--- src/rtl/button_event_if.sv ---
// Button event bundle: debounced button level in, registered event pulses out.
// Latency: none (wires only).
// Backpressure: none; events are single-cycle pulses that the consumer must sample.
interface button_event_if;
    logic btn;            // debounced, clk-synchronous button level
    logic pressed;        // level, high while a press is being tracked
    logic short_press;    // pulse: released before the long threshold
    logic long_press;     // pulse: long threshold reached
    logic release_pulse;  // pulse: every end of a press ('release' is a reserved word)
    logic repeat_press;   // pulse: auto-repeat while held long

    // Producer/consumer side: drives the button, observes the events
    modport master (
        output btn,
        input  pressed, short_press, long_press, release_pulse, repeat_press
    );

    // Event generator side
    modport slave (
        input  btn,
        output pressed, short_press, long_press, release_pulse, repeat_press
    );
endinterface

--- src/rtl/button_event.sv ---
// Turns a debounced button level into short/long/release (and optional repeat) pulses.
// Latency: every output is registered, 1 cycle after the deciding btn sample.
// Backpressure: none; optional auto-repeat enabled by macro BUTTON_EVENT_REPEAT_EN.
module button_event #(
    parameter int ACTIVE_HIGH   = 1,
    parameter int LONG_CYCLES   = 1000000,
    parameter int REPEAT_CYCLES = 250000,
    parameter int NBITS         = 21
) (
    input  logic         clk,
    input  logic         reset_n,
    button_event_if.slave bus
);

    // The hold counter must be able to reach both terminal values without wrapping.
    localparam bit CFG_OK = (LONG_CYCLES >= 2) && (REPEAT_CYCLES >= 1) &&
                            ((64'd1 << NBITS) > 64'(LONG_CYCLES)) &&
                            ((64'd1 << NBITS) > 64'(REPEAT_CYCLES));

    if (!CFG_OK) begin : g_bad_cfg
        $error("button_event: illegal LONG_CYCLES/REPEAT_CYCLES/NBITS combination");
    end

    localparam logic             ACT_LVL   = (ACTIVE_HIGH != 0);
    localparam logic [NBITS-1:0] LONG_LAST = NBITS'(LONG_CYCLES - 1);

    typedef enum logic [1:0] {
        WAIT_REL = 2'd0,
        IDLE     = 2'd1,
        PRESS    = 2'd2,
        LONG     = 2'd3
    } state_t;

    state_t           state;
    logic [NBITS-1:0] count;
    logic             pressed_q;
    logic             short_q;
    logic             long_q;
    logic             release_q;
    logic             active;

    assign active = (bus.btn == ACT_LVL);

`ifdef BUTTON_EVENT_REPEAT_EN
    localparam logic [NBITS-1:0] REPEAT_LAST = NBITS'(REPEAT_CYCLES - 1);
    logic repeat_q;
`endif

    // Press classifier FSM; all pulses default low and are raised for exactly one cycle
    always_ff @(posedge clk) begin
        if (!reset_n) begin
            state     <= WAIT_REL;
            count     <= '0;
            pressed_q <= 1'b0;
            short_q   <= 1'b0;
            long_q    <= 1'b0;
            release_q <= 1'b0;
`ifdef BUTTON_EVENT_REPEAT_EN
            repeat_q  <= 1'b0;
`endif
        end else begin
            short_q   <= 1'b0;
            long_q    <= 1'b0;
            release_q <= 1'b0;
`ifdef BUTTON_EVENT_REPEAT_EN
            repeat_q  <= 1'b0;
`endif
            case (state)
                // A button still held from reset must be let go before it can count
                WAIT_REL: begin
                    if (!active) begin
                        state <= IDLE;
                    end
                end
                IDLE: begin
                    if (active) begin
                        state     <= PRESS;
                        count     <= NBITS'(1);
                        pressed_q <= 1'b1;
                    end
                end
                PRESS: begin
                    if (!active) begin
                        state     <= IDLE;
                        short_q   <= 1'b1;
                        release_q <= 1'b1;
                        pressed_q <= 1'b0;
                        count     <= '0;
                    end else if (count == LONG_LAST) begin
                        state  <= LONG;
                        long_q <= 1'b1;
                        count  <= '0;
                    end else begin
                        count <= count + NBITS'(1);
                    end
                end
                LONG: begin
                    if (!active) begin
                        state     <= IDLE;
                        release_q <= 1'b1;
                        pressed_q <= 1'b0;
                        count     <= '0;
                    end else begin
`ifdef BUTTON_EVENT_REPEAT_EN
                        if (count == REPEAT_LAST) begin
                            repeat_q <= 1'b1;
                            count    <= '0;
                        end else begin
                            count <= count + NBITS'(1);
                        end
`else
                        count <= '0;
`endif
                    end
                end
                default: begin
                    state <= WAIT_REL;
                    count <= '0;
                end
            endcase
        end
    end

    assign bus.pressed       = pressed_q;
    assign bus.short_press   = short_q;
    assign bus.long_press    = long_q;
    assign bus.release_pulse = release_q;
`ifdef BUTTON_EVENT_REPEAT_EN
    assign bus.repeat_press  = repeat_q;
`else
    assign bus.repeat_press  = 1'b0;
`endif

endmodule

--- src/flat_wrapper.sv ---
// flat-port wrapper written by rule: the top's interface ports become plain ports
module button_event_flat 
#(
    parameter int ACTIVE_HIGH   = 1,
    parameter int LONG_CYCLES   = 1000000,
    parameter int REPEAT_CYCLES = 250000,
    parameter int NBITS         = 21
)
  (clk, reset_n, bus_btn, bus_pressed, bus_short_press, bus_long_press, bus_release_pulse, bus_repeat_press);
  button_event_if bus_i ();
  input  logic clk;
  input  logic reset_n;
  input wire logic [$bits(bus_i.btn)-1:0] bus_btn;
  output wire logic [$bits(bus_i.pressed)-1:0] bus_pressed;
  output wire logic [$bits(bus_i.short_press)-1:0] bus_short_press;
  output wire logic [$bits(bus_i.long_press)-1:0] bus_long_press;
  output wire logic [$bits(bus_i.release_pulse)-1:0] bus_release_pulse;
  output wire logic [$bits(bus_i.repeat_press)-1:0] bus_repeat_press;
  assign bus_i.btn = bus_btn;
  assign bus_pressed = bus_i.pressed;
  assign bus_short_press = bus_i.short_press;
  assign bus_long_press = bus_i.long_press;
  assign bus_release_pulse = bus_i.release_pulse;
  assign bus_repeat_press = bus_i.repeat_press;
  button_event #(.ACTIVE_HIGH(ACTIVE_HIGH), .LONG_CYCLES(LONG_CYCLES), .REPEAT_CYCLES(REPEAT_CYCLES), .NBITS(NBITS)) u_core (.clk(clk), .reset_n(reset_n), .bus(bus_i));
endmodule
--- config.mk ---
export PLATFORM = sky130hd
export DESIGN_NAME = button_event_flat
export DESIGN_NICKNAME = d
export VERILOG_FILES = /design/src/rtl/button_event_if.sv /design/src/rtl/button_event.sv /design/src/flat_wrapper.sv
export SDC_FILE = /design/constraint.sdc
export NUM_CORES = 1
export LEC_CHECK = 0
export ABC_AREA = 1
export CAP_MARGIN = 40
export CORE_AREA = 2 2 58 60
export CTS_BUF_LIST = sky130_fd_sc_hd__clkbuf_4 sky130_fd_sc_hd__clkbuf_8 sky130_fd_sc_hd__clkbuf_16
export DETAILED_ROUTE_END_ITERATION = 10
export DIE_AREA = 0 0 60 62
export GPL_ROUTABILITY_DRIVEN = 1
export HOLD_SLACK_MARGIN = 0.12
export PLACE_DENSITY = 0.72
export SKIP_LAST_GASP = 1
export SYNTH_ARGS = -nofsm -noshare
export SYNTH_HDL_FRONTEND = slang
export SYNTH_SLANG_ARGS = --single-unit
export TNS_END_PERCENT = 10
--- constraint.sdc ---
create_clock -name clk -period 1.6 [get_ports clk]
set_input_delay 0.24 -clock clk [delete_from_list [all_inputs] [get_ports clk]]
set_output_delay 0.24 -clock clk [all_outputs]
set_load 0.05 [all_outputs]
==> impl_metrics.sql, run 1 <==
INSERT INTO impl_metrics (metric_group, metric, value, unit) VALUES
('place', 'final_hpwl_dp', '2460', 'um'),
('grt', 'grt_pass1_vias', '1264', ''),
('setup_path', 'critPathLaunchType', 'flop', ''),
('detailed_routing', 'drt_first_pass_iters', '4', ''),
('synth', 'synth.yosys.seq_area_share', '34.3', '%'),
('setup_path', 'cp.required', '1.84', 'ns'),
('setup_path', 'critical_path.most_common_cell', 'sky130_fd_sc_hd__nand2_4', ''),
('synth', 'yosys.area.top_type', 'sky130_fd_sc_hd__dfxtp_1', ''),
('synth', 'synthesis.nets', '220', ''),
('floorplanning', 'floorplan.die.width', '60', 'um'),
('sta', 'timing.final.setup_violations', '0', ''),
('clock_network', 'htree_num_levels', '1', ''),
('setup_path', 'worstSetupEndpointType', 'flop', ''),
('synth', 'distinct_cell_type_count_of_the_synthesized_netlist', '34', ''),
('cells_and_area', 'layout.cells.most_common', 'sky130_fd_sc_hd__nor2_1', ''),
('grt', 'globalRouteOverflowTotal', '0', ''),
('setup_path', 'path_cells', 'ha_2, nand3_4, nor2_2, nand3_2, nand2_4, nand2_4, buf_12, a21oi_1, nor2_1', ''),
('place', 'placement.io_buffers', '6', ''),
('floorplanning', 'initial_utilization', '49.5', '%'),
('setup_path', 'critical_path_class', 'reg -> reg', ''),
('setup_path', 'worst_path_dominant_cell_family', 'simple AND/OR/NAND/NOR gates', ''),
('clock_network', 'clk_latency', '0.32', 'ns'),
('worst_hold_path', 'class_of_the_tightest_hold_or_removal_check', 'reg -> reg', ''),
('synth', 'synth_enable_flop_cells', '0', ''),
('clock_network', 'cts_tree', 'built', ''),
('cells_and_area', 'final_layout_size_suffix_gt1_share', '24.4', '%'),
('power_and_ir_drop', 'p_leak', '0.767', 'nW'),
('place', 'finalWeightedCongestion', '0.876', ''),
('synth', 'post_synth.cell_area_avg', '7.47', 'um^2'),
('detailed_routing', 'drt-vias-per-instance', '4.77', ''),
('sta', 'min_period_over_period', '94.4', '%'),
('clock_network', 'root_buffer', 'sky130_fd_sc_hd__clkbuf_4', ''),
('sta', 'clock_skew', '0.00246', 'ns'),
('detailed_routing', 'ant_nets', '0', ''),
('synth', 'synth-async-reset-ratio', '0', '%'),
('cells_and_area', 'most-common-layout-cells', 'sky130_fd_sc_hd__nor2_1 (41), sky130_fd_sc_hd__nand2_1 (37), sky130_fd_sc_hd__dfxtp_1 (24)', ''),
('sta', 'layout_setup_ws', '0.0894', 'ns'),
('detailed_routing', 'count_of_unresolved_drc_violations_after_routing', '0', ''),
('setup_path', 'crit_path_slowest_cell', 'sky130_fd_sc_hd__dfxtp_2', ''),
('cells_and_area', 'design.final.nets', '248', ''),
('detailed_routing', 'vias', '1355', ''),
('detailed_routing', 'routed_wire_length_per_instance', '11.1', 'um'),
('cells_and_area', 'area_delta_synth_final', '19.3', '%'),
('sta', 'finalWorstPathRequiredPeriod', '1.51', 'ns'),
('setup_path', 'worstPathBufferInverterCount', '1', ''),
('place', 'place_inst', '280', ''),
('clock_network', 'cts.sink_count', '27', ''),
('sta', 'rsz_0062_raised_after_global_routing', 'true', ''),
('sta', 'achievable-frequency', '662', 'MHz'),
('floorplanning', 'io-pin-count', '8', ''),
('sta', 'report.final.slew_viol_count', '0', ''),
('setup_path', 'critPathMaxFanout', '5', ''),
('setup_path', 'critical_path_arrival', '1.75', 'ns'),
('detailed_routing', 'route.final.wire_length', '3150', 'um'),
('place', 'dp_slack', '-0.102', 'ns'),
('cells_and_area', 'final_core_util', '59.1', '%'),
('clock_network', 'clkSlewWorstSetupHoldPaths', '0.15', 'ns'),
('status', 'run_status', 'completed', ''),
('sta', 'final_hold_viol_count', '0', ''),
('floorplanning', 'dieArea', '3720', 'um^2'),
('cells_and_area', 'num-fill-cells', '297', ''),
('grt', 'grt_antenna_before_repair', '0', ''),
('cells_and_area', 'diodes_inserted', '0', ''),
('flow_run', 'max_cap_violations', '0', ''),
('clock_network', 'cts_buffer_depth', '2', ''),
('synth', 'synth_largest_type_area_fraction', '34.3', '%'),
('sta', 'fin_setup_tns', '0', 'ns'),
('synth', 'ys_seq_elements', '27', ''),
('power_and_ir_drop', 'power_density', '1180', 'nW/um^2'),
('floorplanning', 'fp.coreArea', '3180', 'um^2'),
('synth', 'syn-instance-count', '211', '');
-- final cells by class --
type,instances,area (um^2),share of cell area (%)
clock buffer,4,30.0,1.60
inverter,26,103,5.46
multi-input combinational,155,917,48.8
sequential,27,547,29.1
tap,46,57.6,3.06
timing repair buffer,26,225,12.0
-- where the power goes --
part	switching [mW]	total [mW]	leakage (nW)	internal (mW)
combinational	0.624	1.11	0.529	0.490
sequential	0.0389	0.779	0.220	0.740
clock	0.207	0.321	0.0184	0.114
-- worst paths after layout --
check	slack, ns	start	end	cells past startpoint
setup / recovery	0.09	u_core.count[0]	u_core.count[16]	9
hold / removal	0.50	u_core.count[17]	u_core.count[17]	2
hold reg to reg	0.50	u_core.count[17]	u_core.count[17]	2
setup reg to reg	0.09	u_core.count[0]	u_core.count[16]	9
-- registers in the layout (all words and copies together), names as in the netlist --
| register | count |
|---|---|
| u_core.bus.pressed | 1 |
| u_core.count | 21 |
| u_core.bus.long_press | 1 |
| u_core.bus.release_pulse | 1 |
| u_core.state | 2 |
| u_core.bus.short_press | 1 |
-- worst reg2reg max path, stage by stage, from the launching register on --
cell and delay, ns:
sky130_fd_sc_hd__dfxtp_2 0.38, sky130_fd_sc_hd__ha_2 0.21, sky130_fd_sc_hd__nand3_4 0.08, sky130_fd_sc_hd__nor2_2 0.14, sky130_fd_sc_hd__nand3_2 0.12, sky130_fd_sc_hd__nand2_4 0.12, sky130_fd_sc_hd__nand2_4 0.08, sky130_fd_sc_hd__buf_12 0.13
sky130_fd_sc_hd__a21oi_1 0.13, sky130_fd_sc_hd__nor2_1 0.05
-- stage by stage --
step | instance area (um^2) | hold slack, ns
5_1_grt | 1880 | 0.516
6_report | 1880 | 0.495
4_1_cts | 1860 | 0.500
3_3_place_gp | 1830 | 0.472
3_5_place_dp | 1830 | 0.479
2_1_floorplan | 1580 | 0.312
-- metal layers --
layer | GRT usage [%] | routed length, um | vias to the layer above
li1 | - | - | 719
met1 | 27.4 | 1580 | 620
met2 | 31.5 | 1480 | 14
met3 | 2.48 | 64 | 2
met4 | 5.08 | 25 | 0
met5 | 0 | 0 | -
-- synth_stat cells (2+ instances only) --
| cell type | number |
|---|---|
| sky130_fd_sc_hd__buf_4 | 2 |
| sky130_fd_sc_hd__xor2_1 | 8 |
| sky130_fd_sc_hd__nand2_1 | 37 |
| sky130_fd_sc_hd__nor3_1 | 7 |
| sky130_fd_sc_hd__inv_1 | 24 |
| sky130_fd_sc_hd__ha_1 | 6 |
| sky130_fd_sc_hd__nand2_4 | 5 |
| sky130_fd_sc_hd__a21oi_1 | 10 |
| sky130_fd_sc_hd__xnor2_1 | 2 |
| sky130_fd_sc_hd__o21ai_0 | 3 |
| sky130_fd_sc_hd__nand4_1 | 2 |
| sky130_fd_sc_hd__nand3_2 | 2 |
| sky130_fd_sc_hd__nor2_4 | 3 |
| sky130_fd_sc_hd__dfxtp_1 | 27 |
| sky130_fd_sc_hd__nand2_2 | 2 |
| sky130_fd_sc_hd__nor3b_1 | 2 |
| sky130_fd_sc_hd__nand3_1 | 11 |
| sky130_fd_sc_hd__nor2_1 | 42 |
-- cells by family after synthesis --
group / count (synthesis) / synth area share, %
xor+xnor: 10 / 5.56
other cells: 1 / 0.238
buf+inv: 29 / 8.42
flops: 27 / 34.3
compound gates: 18 / 6.67
fa+ha+maj: 6 / 4.77
simple gates: 120 / 40.0
-- timing repair --
action	in CTS	in global routing
gates resized for setup	1	10
hold buffers	0	0
pin swaps	0	5
setup endpoints to repair	2	22
(Power assumes the default switching activity.)
==> run 2, diff against run 1 <==
--- a/config.mk
+++ b/config.mk
@@ -11,9 +11,10 @@
 export CTS_BUF_LIST = sky130_fd_sc_hd__clkbuf_4 sky130_fd_sc_hd__clkbuf_8 sky130_fd_sc_hd__clkbuf_16
 export DETAILED_ROUTE_END_ITERATION = 10
 export DIE_AREA = 0 0 60 62
+export DONT_BUFFER_PORTS = 1
 export GPL_ROUTABILITY_DRIVEN = 1
 export HOLD_SLACK_MARGIN = 0.12
-export PLACE_DENSITY = 0.72
+export PLACE_DENSITY = 0.69
 export SKIP_LAST_GASP = 1
 export SYNTH_ARGS = -nofsm -noshare
 export SYNTH_HDL_FRONTEND = slang
==> impl_metrics.sql, run 2 (synthesized netlist as in run 1, its figures left out) <==
INSERT INTO impl_metrics (metric_group, metric, value, unit) VALUES
('sta', 'timing.final.setup_violations', '0', ''),
('setup_path', 'r2r_start', 'u_core.state[0]', ''),
('cells_and_area', 'multi_input_area', '941', 'um^2'),
('grt', 'globalRouteOverflowTotal', '0', ''),
('setup_path', 'cp-endpoint', 'u_core.count[16]', ''),
('detailed_routing', 'ant_nets', '0', ''),
('clock_network', 'htree_num_levels', '1', ''),
('cells_and_area', 'seq_area', '544', 'um^2'),
('clock_network', 'clk_latency', '0.33', 'ns'),
('floorplanning', 'floorplan.die.height', '62', 'um'),
('power_and_ir_drop', 'ir_drop', '953', 'uV'),
('clock_network', 'hold_buffers', '2', ''),
('cells_and_area', 'final_layout_size_suffix_gt1_share', '21.1', '%'),
('cells_and_area', 'design.final.nets', '238', ''),
('sta', 'min_period_over_period', '95.2', '%'),
('setup_path', 'critical_path_arrival', '1.80', 'ns'),
('detailed_routing', 'drt_first_pass_iters', '4', ''),
('sta', 'fin_setup_tns', '0', 'ns'),
('clock_network', 'cts_buffer_depth', '2', ''),
('status', 'run_status', 'completed', ''),
('cells_and_area', 'most-common-layout-cells', 'sky130_fd_sc_hd__nor2_1 (42), sky130_fd_sc_hd__nand2_1 (37), sky130_fd_sc_hd__dfxtp_1 (24)', ''),
('power_and_ir_drop', 'internal-power', '1.25', 'mW'),
('clock_network', 'cts_made_buffers', '3', ''),
('setup_path', 'worst_r2r_path_depth', '11', ''),
('power_and_ir_drop', 'p_sw', '0.851', 'mW'),
('cells_and_area', 'diodes_inserted', '0', ''),
('power_and_ir_drop', 'p_total', '2.11', 'mW'),
('detailed_routing', 'dr.max_layer_used', 'met4', ''),
('cells_and_area', 'layout.cells.most_common', 'sky130_fd_sc_hd__nor2_1', ''),
('detailed_routing', 'dr_wl_met3', '71', 'um'),
('floorplanning', 'floorplan.die.width', '60', 'um'),
('floorplanning', 'io-pin-count', '8', ''),
('flow_run', 'max_cap_violations', '0', ''),
('setup_path', 'critical_path_class', 'reg -> reg', ''),
('detailed_routing', 'routedLengthMet1', '1510', 'um'),
('clock_network', 'root_buffer', 'sky130_fd_sc_hd__clkbuf_4', ''),
('floorplanning', 'dieArea', '3720', 'um^2'),
('sta', 'rsz_0062_raised_after_global_routing', 'true', ''),
('floorplanning', 'initial_utilization', '49.5', '%'),
('sta', 'report.final.slew_viol_count', '0', ''),
('grt', 'grt_max_degree', '16', ''),
('grt', 'grt_pass1_vias', '1109', ''),
('floorplanning', 'floorplan.rows', '21', ''),
('setup_path', 'cp-startpoint', 'u_core.state[0]', ''),
('power_and_ir_drop', 'p_leak', '0.716', 'nW'),
('detailed_routing', 'met2WireLength', '1450', 'um'),
('detailed_routing', 'drt-vias-per-instance', '4.65', ''),
('cells_and_area', 'num-fill-cells', '296', ''),
('worst_hold_path', 'class_of_the_tightest_hold_or_removal_check', 'in -> reg', ''),
('clock_network', 'clkSlewWorstSetupHoldPaths', '0.14', 'ns'),
('place', 'placement.io_buffers', '0', ''),
('place', 'finalWeightedCongestion', '0.866', ''),
('clock_network', 'cts.sink_count', '27', ''),
('grt', 'grt_util_all_layers', '18.0', '%'),
('setup_path', 'critPathLaunchType', 'flop', ''),
('detailed_routing', 'count_of_unresolved_drc_violations_after_routing', '0', ''),
('grt', 'grt_pass1_wl', '5040', 'um'),
('sta', 'finalWorstPathRequiredPeriod', '1.52', 'ns'),
('power_and_ir_drop', 'power_frac_clock', '15.1', '%'),
('cells_and_area', 'max_flop_register', 'u_core.count', ''),
('power_and_ir_drop', 'share_seq_of_total_power', '39.4', '%'),
('sta', 'clock_skew', '0.00466', 'ns'),
('detailed_routing', 'route.final.wire_length', '3070', 'um'),
('setup_path', 'r2r_setup_slack', '0.08', 'ns'),
('setup_path', 'worst_r2r_endpoint', 'u_core.count[16]', ''),
('sta', 'relative_slew_margins', '66.2', '%'),
('place', 'final_hpwl_dp', '2280', 'um'),
('power_and_ir_drop', 'power_density', '1160', 'nW/um^2'),
('sta', 'timing_worst_slew_pin_value', '0.506', 'ns'),
('sta', 'fin_worst_hold_slack', '0.0891', 'ns'),
('setup_path', 'critPathMaxFanout', '6', ''),
('cells_and_area', 'largest_register_ff_count', '21', ''),
('sta', 'final_hold_viol_count', '0', ''),
('setup_path', 'worstSetupEndpointType', 'flop', ''),
('floorplanning', 'fp.coreArea', '3180', 'um^2'),
('grt', 'grt_antenna_before_repair', '0', ''),
('setup_path', 'cp.required', '1.88', 'ns'),
('cells_and_area', 'largest_registers', 'u_core.count (21), u_core.state (2)', ''),
('detailed_routing', 'routed_wire_length_per_instance', '11.2', 'um'),
('cells_and_area', 'area_delta_synth_final', '15.3', '%'),
('detailed_routing', 'drt_iter0_markers', '51', ''),
('detailed_routing', 'vias', '1273', ''),
('clock_network', 'cts_tree', 'built', ''),
('power_and_ir_drop', 'fraction_of_power_consumed_by_combinational_cells', '45.5', '%'),
('power_and_ir_drop', 'switching_share', '40.4', '%'),
('sta', 'achievable-frequency', '657', 'MHz');
==> run 2: cell types whose count changed in the layout (fill, tap and decap cells not counted), sizes merged <==
| cell | change |
|---|---|
| dlygate4sd3 | +2 |
| clkdlybuf4s50 | -2 |
| buf | -10 |
==> run 2: how the worst min path moves through the flow <==
stage / startpoint / to / slack [ns] / cells after the start
6_report: reset_n / u_core.count[10] / 0.09 / 2
5_1_grt: reset_n / u_core.count[10] / 0.09 / 2
4_1_cts: reset_n / u_core.count[10] / 0.13 / 2
3_5_place_dp: bus_btn / u_core.bus.short_press / 0.31 / 1
3_3_place_gp: bus_btn / u_core.bus.short_press / 0.31 / 1
2_1_floorplan: bus_btn / u_core.bus.short_press / 0.31 / 1
==> run 2: timing repair <==
| action | CTS | global route |
|---|---|---|
| buffers inserted | 0 | 6 |
| endpoints found under the setup margin | 3 | 23 |
| resized for setup | 1 | 12 |
| pin swaps | 0 | 7 |
| endpoints found under the hold margin | 9 | 15 |
==> run 2: metal layers <==
metal | GRT usage, % | up-vias
met5 | 0 | -
met4 | 6.67 | 0
met3 | 3.31 | 4
met2 | 28.1 | 12
met1 | 25.0 | 557
li1 | - | 700
==> run 2: metrics by stage <==
step                instance area, um^2  setup WS (ns)  cells  utilization, %
detailed placement                 1680       -0.00530    262            52.7
global route                       1820        -0.0200    274            57.1
CTS                                1730         0.0167    268            54.3
global placement                   1680         0.0498    262            52.7
finish                             1820         0.0775    274            57.1
floorplan                          1580         0.0926    211               -
==> run 2: cell type report <==
class                      count  area share (%)
inverter                      26            5.79
clock buffer                   4            1.65
sequential                    27            30.0
multi-input combinational    155            51.8
tap                           46            3.17
timing repair buffer          16            7.58
==> run 2: worst max-delay path, cell delays in order (launching register included) <==
cell and delay (ns):
sky130_fd_sc_hd__dfxtp_2 0.38, sky130_fd_sc_hd__inv_1 0.06, sky130_fd_sc_hd__ha_2 0.18, sky130_fd_sc_hd__inv_2 0.09, sky130_fd_sc_hd__nand2_8 0.09, sky130_fd_sc_hd__nor2_8 0.14, sky130_fd_sc_hd__nand2_4 0.06, sky130_fd_sc_hd__nor2_4 0.16
sky130_fd_sc_hd__nand2_2 0.08, sky130_fd_sc_hd__o21bai_2 0.10, sky130_fd_sc_hd__nand2_1 0.05, sky130_fd_sc_hd__nor2_1 0.08
==> run 2: power by group through the flow <==
| stage | clock, mW | combinational [mW] | sequential, mW |
|---|---|---|---|
| 2_1_floorplan | 0 | 0.613 | 0.837 |
| 3_3_place_gp | 0 | 0.788 | 0.835 |
| 3_5_place_dp | 0 | 0.794 | 0.838 |
| 4_1_cts | 0.330 | 0.804 | 0.825 |
| 5_1_grt | 0.345 | 1.07 | 0.839 |
| 6_report | 0.318 | 0.957 | 0.830 |
==> run 3, diff against run 2 <==
--- a/config.mk
+++ b/config.mk
@@ -7,14 +7,13 @@
 export LEC_CHECK = 0
 export ABC_AREA = 1
 export CAP_MARGIN = 40
-export CORE_AREA = 2 2 58 60
+export CORE_AREA = 2 2 60 62
 export CTS_BUF_LIST = sky130_fd_sc_hd__clkbuf_4 sky130_fd_sc_hd__clkbuf_8 sky130_fd_sc_hd__clkbuf_16
 export DETAILED_ROUTE_END_ITERATION = 10
-export DIE_AREA = 0 0 60 62
+export DIE_AREA = 0 0 62 64
 export DONT_BUFFER_PORTS = 1
 export GPL_ROUTABILITY_DRIVEN = 1
 export HOLD_SLACK_MARGIN = 0.12
-export PLACE_DENSITY = 0.69
 export SKIP_LAST_GASP = 1
 export SYNTH_ARGS = -nofsm -noshare
 export SYNTH_HDL_FRONTEND = slang
==> impl_metrics.sql, run 3 (synthesized netlist as in run 1, its figures left out) <==
INSERT INTO impl_metrics (metric_group, metric, value, unit) VALUES
('status', 'run_status', 'completed', ''),
('setup_path', 'critical_path.most_common_cell', 'sky130_fd_sc_hd__nand2_4', ''),
('sta', 'timing_worst_slew_pin_value', '0.517', 'ns'),
('grt', 'grt_pass1_wl', '5730', 'um'),
('floorplanning', 'floorplan.rows', '21', ''),
('clock_network', 'cts_buffer_depth', '2', ''),
('cells_and_area', 'area_delta_synth_final', '18.3', '%'),
('floorplanning', 'fp.coreArea', '3280', 'um^2'),
('clock_network', 'cts.sink_count', '27', ''),
('sta', 'report.final.slew_viol_count', '0', ''),
('floorplanning', 'dieArea', '3970', 'um^2'),
('setup_path', 'crit_path_slowest_cell', 'sky130_fd_sc_hd__dfxtp_4', ''),
('clock_network', 'root_buffer', 'sky130_fd_sc_hd__clkbuf_4', ''),
('cells_and_area', 'multi_input_area', '948', 'um^2'),
('setup_path', 'path_cells', 'inv_2, ha_2, nand2_4, nand2_8, nor2_8, nand2_4, nor2_4, nand3_1, a21oi_1, nor2_1', ''),
('cells_and_area', 'largest_register_ff_count', '21', ''),
('detailed_routing', 'ant_nets', '0', ''),
('cells_and_area', 'most-common-layout-cells', 'sky130_fd_sc_hd__nor2_1 (41), sky130_fd_sc_hd__nand2_1 (37), sky130_fd_sc_hd__dfxtp_1 (25)', ''),
('sta', 'min_period_over_period', '99.0', '%'),
('flow_run', 'max_cap_violations', '0', ''),
('sta', 'achievable-frequency', '631', 'MHz'),
('cells_and_area', 'diodes_inserted', '0', ''),
('sta', 'timing.final.setup_violations', '0', ''),
('floorplanning', 'floorplan.die.width', '62', 'um'),
('cells_and_area', 'seq_area', '548', 'um^2'),
('grt', 'grt_antenna_before_repair', '0', ''),
('grt', 'grt_max_degree', '17', ''),
('sta', 'relative_slew_margins', '65.5', '%'),
('setup_path', 'critical_path_class', 'reg -> reg', ''),
('detailed_routing', 'count_of_unresolved_drc_violations_after_routing', '0', ''),
('place', 'finalWeightedCongestion', '0.890', ''),
('cells_and_area', 'num-fill-cells', '317', ''),
('setup_path', 'critPathMaxFanout', '6', ''),
('sta', 'clock_skew', '0.0174', 'ns'),
('sta', 'rsz_0062_raised_after_global_routing', 'true', ''),
('place', 'final_hpwl_dp', '2580', 'um'),
('detailed_routing', 'vias', '1349', ''),
('cells_and_area', 'design.final.nets', '241', ''),
('cells_and_area', 'largest_registers', 'u_core.count (21), u_core.state (2)', ''),
('sta', 'fin_worst_hold_slack', '0.128', 'ns'),
('setup_path', 'critPathLaunchType', 'flop', ''),
('floorplanning', 'io-pin-count', '8', ''),
('sta', 'finalWorstPathRequiredPeriod', '1.58', 'ns'),
('grt', 'globalRouteOverflowTotal', '0', ''),
('clock_network', 'clk_latency', '0.34', 'ns'),
('place', 'dp_slack', '-0.0317', 'ns'),
('setup_path', 'critical_path_arrival', '1.83', 'ns'),
('power_and_ir_drop', 'ir_drop', '992', 'uV'),
('floorplanning', 'initial_utilization', '48.0', '%'),
('setup_path', 'worstSetupEndpointType', 'flop', ''),
('cells_and_area', 'max_flop_register', 'u_core.count', ''),
('clock_network', 'cts_made_buffers', '3', ''),
('worst_hold_path', 'class_of_the_tightest_hold_or_removal_check', 'in -> reg', ''),
('power_and_ir_drop', 'p_leak', '0.728', 'nW'),
('detailed_routing', 'drt-vias-per-instance', '4.87', ''),
('sta', 'layout_setup_ws', '0.0160', 'ns'),
('detailed_routing', 'routed_wire_length_per_instance', '12.3', 'um'),
('detailed_routing', 'drt_iter0_markers', '59', ''),
('grt', 'grt_util_all_layers', '19.0', '%'),
('setup_path', 'cp.required', '1.84', 'ns'),
('cells_and_area', 'final_layout_size_suffix_gt1_share', '22.1', '%'),
('cells_and_area', 'layout.cells.most_common', 'sky130_fd_sc_hd__nor2_1', ''),
('setup_path', 'worstPathBufferInverterCount', '1', ''),
('power_and_ir_drop', 'power_density', '1190', 'nW/um^2'),
('setup_path', 'critical_path.max_stage_delay', '0.40', 'ns'),
('grt', 'grt_pass1_vias', '1284', ''),
('clock_network', 'htree_num_levels', '1', ''),
('setup_path', 'worst_path_dominant_cell_family', 'simple AND/OR/NAND/NOR gates', ''),
('sta', 'final_hold_viol_count', '0', ''),
('place', 'placement.io_buffers', '0', ''),
('clock_network', 'cts_tree', 'built', ''),
('detailed_routing', 'drt_first_pass_iters', '4', ''),
('floorplanning', 'floorplan.die.height', '64', 'um'),
('detailed_routing', 'route.final.wire_length', '3410', 'um'),
('clock_network', 'clkSlewWorstSetupHoldPaths', '0.16', 'ns');
[run 3: cell types whose count changed in the layout (fill, tap and decap cells not counted), sizes merged]
cell	previous run	this run
dlygate4sd3	2	4
clkbuf	4	3
buf	14	15
clkinvlp	0	1
[run 3: worst paths after layout]
path | depth (start not counted) | start | slack, ns | endpoint
max | 10 | u_core.state[1] | 0.02 | u_core.count[16]
min | 2 | bus_btn | 0.13 | u_core.bus.pressed
max reg2reg | 10 | u_core.state[1] | 0.02 | u_core.count[16]
min reg2reg | 2 | u_core.count[17] | 0.52 | u_core.count[17]
[run 3: routing by layer]
| metal | up-vias | GRT usage, % | wire length, um |
|---|---|---|---|
| met5 | - | 0 | 0 |
| met4 | 0 | 6.91 | 60 |
| met3 | 7 | 3.64 | 90 |
| met2 | 21 | 29.9 | 1690 |
| met1 | 621 | 25.3 | 1560 |
| li1 | 700 | - | - |
[run 3: final cells by class]
type	count	area share, %
tap	46	3.09
multi-input combinational	155	50.9
clock inverter	1	0.403
clock buffer	3	1.21
inverter	26	5.50
sequential	27	29.4
timing repair buffer	19	9.53
[run 3: stage by stage]
| stage | instances | total power, mW | TNS [ns] | area, um^2 | utilization [%] |
|---|---|---|---|---|---|
| final | 277 | 2.23 | 0 | 1860 | 56.8 |
| after detailed placement | 261 | 1.71 | -0.0386 | 1680 | 51.2 |
| after floorplan | 211 | 1.45 | 0 | 1580 | - |
| after CTS | 268 | 2.04 | -0.0152 | 1750 | 53.1 |
| after global routing | 277 | 2.38 | -0.165 | 1860 | 56.8 |
| after global placement | 261 | 1.68 | 0 | 1680 | 51.2 |
[run 3: repair_timing]
action	in CTS	in global routing
endpoints found under the hold margin	8	15
pin swaps	0	6
hold buffers	3	1
gates resized for setup	3	15
endpoints found under the setup margin	19	24
setup buffers	0	8
[run 3: power by group]
part,total (mW),switching [mW],internal [mW]
logic,1.07,0.599,0.470
registers,0.844,0.103,0.741
clock network,0.315,0.219,0.0959
